===== src/rtl/sc_frame_receiver.sv =====
// Rebuilds the MAROC slow-control frame from the oversampled CK_SC/D_SC serial lines,
// flags aborted or timed-out frames and compares each finished frame against a reference.
module sc_frame_receiver #(
  parameter int FRAME_BITS  = 829,
  parameter int TIMEOUT_CYC = 255,
  parameter int SYNC_STAGES = 2
) (
  input  logic                  clk_in,
  input  logic                  rstn_in,
  input  logic                  sc_clk_in,
  input  logic                  sc_data_in,
  input  logic                  sc_rstn_in,
  input  logic [FRAME_BITS-1:0] expected_in,
  input  logic                  clear_err_in,
  output logic [FRAME_BITS-1:0] frame_out,
  output logic [9:0]            dac1_out,
  output logic [9:0]            dac2_out,
  output logic                  frame_valid_out,
  output logic                  match_out,
  output logic                  err_timeout_out,
  output logic                  err_abort_out,
  output logic [9:0]            bit_count_out,
  output logic [1:0]            state_out
);

  localparam int TMO_W = (TIMEOUT_CYC < 256) ? 8 : $clog2(TIMEOUT_CYC + 1);

  typedef enum logic [1:0] {
    IDLE      = 2'd0,
    RECEIVING = 2'd1,
    DONE      = 2'd2
  } state_t;

  state_t                  state_q, state_d;
  logic [SYNC_STAGES-1:0]  clk_sync, data_sync, rstn_sync;
  logic                    clk_prev;
  logic                    clk_s, data_s, rstn_s;
  logic                    take, last_bit, timed_out;
  logic [FRAME_BITS-1:0]   shift_q, next_shift;
  logic [9:0]              count_q;
  logic [TMO_W-1:0]        tmo_q;

  // All three serial lines share one synchronizer depth so data stays aligned with its clock edge.
  always_ff @(posedge clk_in or negedge rstn_in) begin
    if (!rstn_in) begin
      clk_sync  <= '0;
      data_sync <= '0;
      rstn_sync <= '0;
      clk_prev  <= 1'b0;
    end else begin
      clk_sync  <= {clk_sync[SYNC_STAGES-2:0], sc_clk_in};
      data_sync <= {data_sync[SYNC_STAGES-2:0], sc_data_in};
      rstn_sync <= {rstn_sync[SYNC_STAGES-2:0], sc_rstn_in};
      clk_prev  <= clk_sync[SYNC_STAGES-1];
    end
  end

  assign clk_s      = clk_sync[SYNC_STAGES-1];
  assign data_s     = data_sync[SYNC_STAGES-1];
  assign rstn_s     = rstn_sync[SYNC_STAGES-1];
  assign take       = clk_s & ~clk_prev & rstn_s;
  assign next_shift = {data_s, shift_q[FRAME_BITS-1:1]};
  assign last_bit   = take && (state_q == RECEIVING) && (count_q == 10'(FRAME_BITS - 1));
  assign timed_out  = (state_q == RECEIVING) && !take && (tmo_q == TMO_W'(TIMEOUT_CYC));

  always_ff @(posedge clk_in or negedge rstn_in) begin
    if (!rstn_in) state_q <= IDLE;
    else          state_q <= state_d;
  end

  always_comb begin
    state_d = state_q;
    case (state_q)
      IDLE:      if (take) state_d = RECEIVING;
      RECEIVING: begin
        if (last_bit)       state_d = DONE;
        else if (timed_out) state_d = IDLE;
      end
      DONE:      state_d = take ? RECEIVING : IDLE;
      default:   state_d = IDLE;
    endcase
    if (!rstn_s) state_d = IDLE;
  end

  // frame_valid_out is a bare one-cycle strobe with no back-pressure: frame_out and match_out
  // are stable from that cycle until the next completed frame.
  always_ff @(posedge clk_in or negedge rstn_in) begin
    if (!rstn_in) begin
      shift_q         <= '0;
      count_q         <= '0;
      tmo_q           <= '0;
      frame_out       <= '0;
      frame_valid_out <= 1'b0;
      match_out       <= 1'b0;
    end else begin
      frame_valid_out <= 1'b0;
      if (!rstn_s) begin
        count_q <= '0;
        tmo_q   <= '0;
      end else begin
        case (state_q)
          IDLE, DONE: begin
            tmo_q <= '0;
            if (take) begin
              shift_q <= next_shift;
              count_q <= 10'd1;
            end else begin
              count_q <= '0;
            end
          end
          RECEIVING: begin
            if (take) begin
              shift_q <= next_shift;
              count_q <= count_q + 10'd1;
              tmo_q   <= '0;
              if (last_bit) begin
                frame_out       <= next_shift;
                frame_valid_out <= 1'b1;
                match_out       <= (next_shift == expected_in);
              end
            end else if (timed_out) begin
              count_q <= '0;
              tmo_q   <= '0;
            end else if (tmo_q != '1) begin
              tmo_q <= tmo_q + 1'b1;
            end
          end
          default: begin
            count_q <= '0;
            tmo_q   <= '0;
          end
        endcase
      end
    end
  end

  // A set event outranks a simultaneous clear so no error is ever lost.
  always_ff @(posedge clk_in or negedge rstn_in) begin
    if (!rstn_in) begin
      err_timeout_out <= 1'b0;
      err_abort_out   <= 1'b0;
    end else begin
      if (timed_out)         err_timeout_out <= 1'b1;
      else if (clear_err_in) err_timeout_out <= 1'b0;
      if (!rstn_s && (count_q != '0)) err_abort_out <= 1'b1;
      else if (clear_err_in)          err_abort_out <= 1'b0;
    end
  end

  assign dac1_out      = frame_out[22:13];
  assign dac2_out      = frame_out[12:3];
  assign bit_count_out = count_q;
  assign state_out     = state_q;

endmodule


===== config.mk =====
export PLATFORM = sky130hd
export DESIGN_NAME = sc_frame_receiver
export DESIGN_NICKNAME = d
export VERILOG_FILES = /design/src/rtl/sc_frame_receiver.sv
export SDC_FILE = /design/constraint.sdc
export NUM_CORES = 2
export LEC_CHECK = 0
export BUFFER_PORTS_ARGS = -buffer_cell sky130_fd_sc_hd__buf_2
export CORE_AREA = 2 2 671 673
export CTS_BUF_LIST = sky130_fd_sc_hd__clkbuf_16
export CTS_CLUSTER_SIZE = 8
export DETAILED_ROUTE_END_ITERATION = 16
export DIE_AREA = 0 0 673 675
export GPL_ROUTABILITY_DRIVEN = 0
export PLACE_DENSITY = 0.44
export RECOVER_POWER = 25
export SYNTH_ARGS = -nofsm -noshare
export SYNTH_HDL_FRONTEND = slang
export SYNTH_SLANG_ARGS = --single-unit

===== constraint.sdc =====
create_clock -name clk_in -period 2.5 [get_ports clk_in]
set_input_delay 0.25 -clock clk_in [delete_from_list [all_inputs] [get_ports clk_in]]
set_output_delay 0.25 -clock clk_in [all_outputs]
set_load 0.02 [all_outputs]

==> flow_summary.yaml <==
timing:
  drv_slew: 29
  skew_ns: 0.0785
  setup_viol: 109
  max_freq_mhz: 296
  period_needed_ns: 3.38
  worstMarginPinSlew_ns: 2.12
  relSlewSlack_pct: -41.2
  fin_crit_sh_pct: 135
  timing.final.ws_setup_ns: -0.879
  rsz0062_at_grt: "yes"
  setup_tns_ns: -6.24
  final-hold-violation-count: 0
die:
  dieHeight_um: 675
  start_util_pct: 16.2
  dieArea_mm2: 0.454
  pin_count: 1700
  rows: 246
  fp.dieW_um: 673
  core_region_area_mm2: 0.447
worst_hold_path:
  hold_class: "in -> reg"
  min_from: "expected_in[198]"
logic_synthesis:
  syn_inst: 6505
  avgSynthCellArea_um2: 11.1
  synth_seq_cells: 1688
  ys_types: 34
  synth_seq_area_share_pct: 58.4
  syn_nets: 7343
  synth.cell_area_mm2: 0.0723
  ys_warn_count: 0
global_routing:
  antenna_found_initial: 437
  grt_max_degree: 80
  grt.overflow.total: 0
  track_usage_pct: 25.9
  grt_pass1_wl_um: 740000
  grt_pass1_vias: 61194
power:
  p_sw_share_pct: 27.1
  clockPowerShare_pct: 48.7
  net-switching-power_w: 0.0174
  pwr_density_cell_mw_per_mm2: 626
  vdd_drop_max_v: 0.000614
  p_leak_nw: 54.6
  p_comb_share_pct: 8.5
  seq_power_share_pct: 42.8
  internal_power_w: 0.0469
drt:
  route.vias.total: 61619
  wirelength_um: 606000
  route.detailed.drc: 0
  drtAntennaViolNets: 0
  vias_per_cell: 4.02
  wire_per_inst_um: 39.6
  drt_iter0_drc: 4281
  dr.pass1.iters: 5
setup_path:
  arrival_ns: 4.29
  cp.required_ns: 3.41
  startpoint: "shift_q[453]"
  cp_common_cell: "nand4_1"
  path_cells: "xnor2_4 > buf_6 > nand4_1 > nor4_4 > nand4_1 > nor4_4 > nand4_1 > o21ai_1"
  critPathMaxStageDelay_ns: 0.85
  path_class: "reg -> reg"
  cp_top_family: "simple AND/OR/NAND/NOR gates"
  critPathMaxFanout: 2
  cp_num_buf_inv: 1
  r2r_start: "shift_q[453]"
  cp-start-kind: "register"
  endpoint_kind: "register"
  slowest_stage: "nor4_4"
finish:
  nets: 10012
  drive_above_1_share_pct: 41.6
  layout_common_cells: "nand2_1, buf_2, dfrtp_1"
  nFillCells: 48920
  areaGrowthSynthToFinish_pct: 42.1
  multi_input_area_mm2: 0.0286
  final_common_cell: "nand2_1"
  seqCellArea_mm2: 0.0422
  final_core_util_pct: 23.0
clocking:
  cts_buffers: 244
  cts-htree-levels: 4
  cts_root_buf: "clkbuf_16"
  cts_buffer_depth: 4
  clk_pin_slew_ns: 0.06
  clock_latency_ns: 0.98
  clock_sinks: 1688
  cts_tree: "done"
place:
  io_buffers: 1699
  hpwl_um: 528000
run_status:
  outcome: "finished, violations left"
  failed_checks: "max-capacitance violations, max-slew violations, negative setup slack"
run:
  maxCapViolCount: 1
[cell usage after synthesis]
cell	instances	area [um2]
a21oi_1	1	5.00
a22o_1	1	8.76
and2b_2	1	8.76
and3_1	3	18.8
and4_1	1	8.76
buf_1	5	18.8
buf_2	180	901
buf_4	26	195
buf_6	61	687
clkbuf_1	27	101
dfrtp_1	1688	42200
ha_1	3	37.5
inv_1	4	15.0
mux2_2	828	9320
nand2_1	2506	9410
nand3_1	6	30.0
nand3_2	1	10.0
nand4_1	167	1040
nor2_1	15	56.3
nor2b_1	2	12.5
nor3_1	4	20.0
nor3_2	1	10.0
nor3b_1	1	7.51
nor4_1	116	726
o21ai_0	9	45.0
o21ai_1	1	5.00
o22ai_1	2	12.5
o31ai_1	1	7.51
or2_1	1	6.26
or2_2	1	6.26
or3_1	1	6.26
or4_1	2	15.0
xnor2_1	538	4710
xor2_1	301	2640
[worst min-delay path, delay by kind of cell]
kind	cells	cell delay, ns
compound gates	1	0.05
xor+xnor	1	0.15
buf+inv	1	0.13
simple gates	4	0.43
[sequential cells by signal, summed over array words and instances (netlist names)]
register / cells
frame_out: 829
shift_q: 828
bit_count_out: 10
tmo_q: 8
clk_sync: 2
data_sync: 2
rstn_sync: 2
state_out: 2
clk_prev: 1
err_abort_out: 1
err_timeout_out: 1
frame_valid_out: 1
match_out: 1
[metal layers]
layer  GRT usage [%]  up-vias  part of all wire, %  routed length [um]
li1                -    26642                    -                   -
met1            31.0    31184                   40              244000
met2            43.3     2559                   47              287000
met3            7.78     1050                  7.3               44200
met4            10.3      184                  4.8               29100
met5               0        -                 0.20                1200
[timing repair]
action,CTS,global route
resized for setup,33,5
hold buffers,22,0
setup endpoints to repair,162,204
cloned,3,0
setup buffers,5,1
hold endpoints to repair,1008,0
pin swaps,17,8
[worst paths after layout]
kind,end,slack (ns),depth (start not counted)
hold reg to reg,rstn_sync[1],0.32,0
min in group asynchronous,frame_out[591],1.38,3
max in group asynchronous,shift_q[828],-0.16,4
setup reg to reg,match_out,-0.88,8
setup / recovery,match_out,-0.88,8
hold / removal,match_out,0.09,7
[power groups by stage]
stage	combinational [W]	clock (W)	sequential (W)
2_1_floorplan	0.00101	0	0.0280
3_3_place_gp	0.00568	0	0.0280
3_5_place_dp	0.00567	0	0.0280
4_1_cts	0.00575	0.0322	0.0275
5_1_grt	0.00570	0.0331	0.0275
6_report	0.00549	0.0313	0.0275
[cell type report]
class / instances / area share (%)
Clock buffer: 245 / 5.96
Timing Repair Buffer: 2722 / 17.1
Multi-Input combinational cell: 4514 / 27.8
Clock inverter: 57 / 0.521
Tap cell: 5952 / 7.24
Inverter: 4 / 0.0146
Antenna cell: 131 / 0.319
Sequential cell: 1688 / 41.1
[through the flow]
stage / cell area, um2 / instances / power [W] / hold WS (ns) / setup slack, ns
after floorplan: 72300 / 6505 / 0.0290 / -0.0456 / 0.367
after CTS: 103000 / 15181 / 0.0655 / 0.00342 / -0.804
after global placement: 95600 / 14846 / 0.0337 / 0.304 / -2.45
after detailed placement: 95600 / 14849 / 0.0337 / 0.304 / -2.12
final: 103000 / 15313 / 0.0643 / 0.0902 / -0.879
after global routing: 103000 / 15251 / 0.0663 / 0.0604 / -0.842
[cells by family (layout without fill, tap and decap cells)]
logic type	after synthesis	count (layout)	share of synthesized area, %
flops	1688	1688	58.4
simple gates	2829	2829	15.7
other cells	0	131	0
buf+inv	303	3028	2.65
mux	828	828	12.9
xor+xnor	839	839	10.2
fa+ha+maj	3	3	0.0519
compound gates	15	15	0.116
Power figures use the tool's default switching activity.
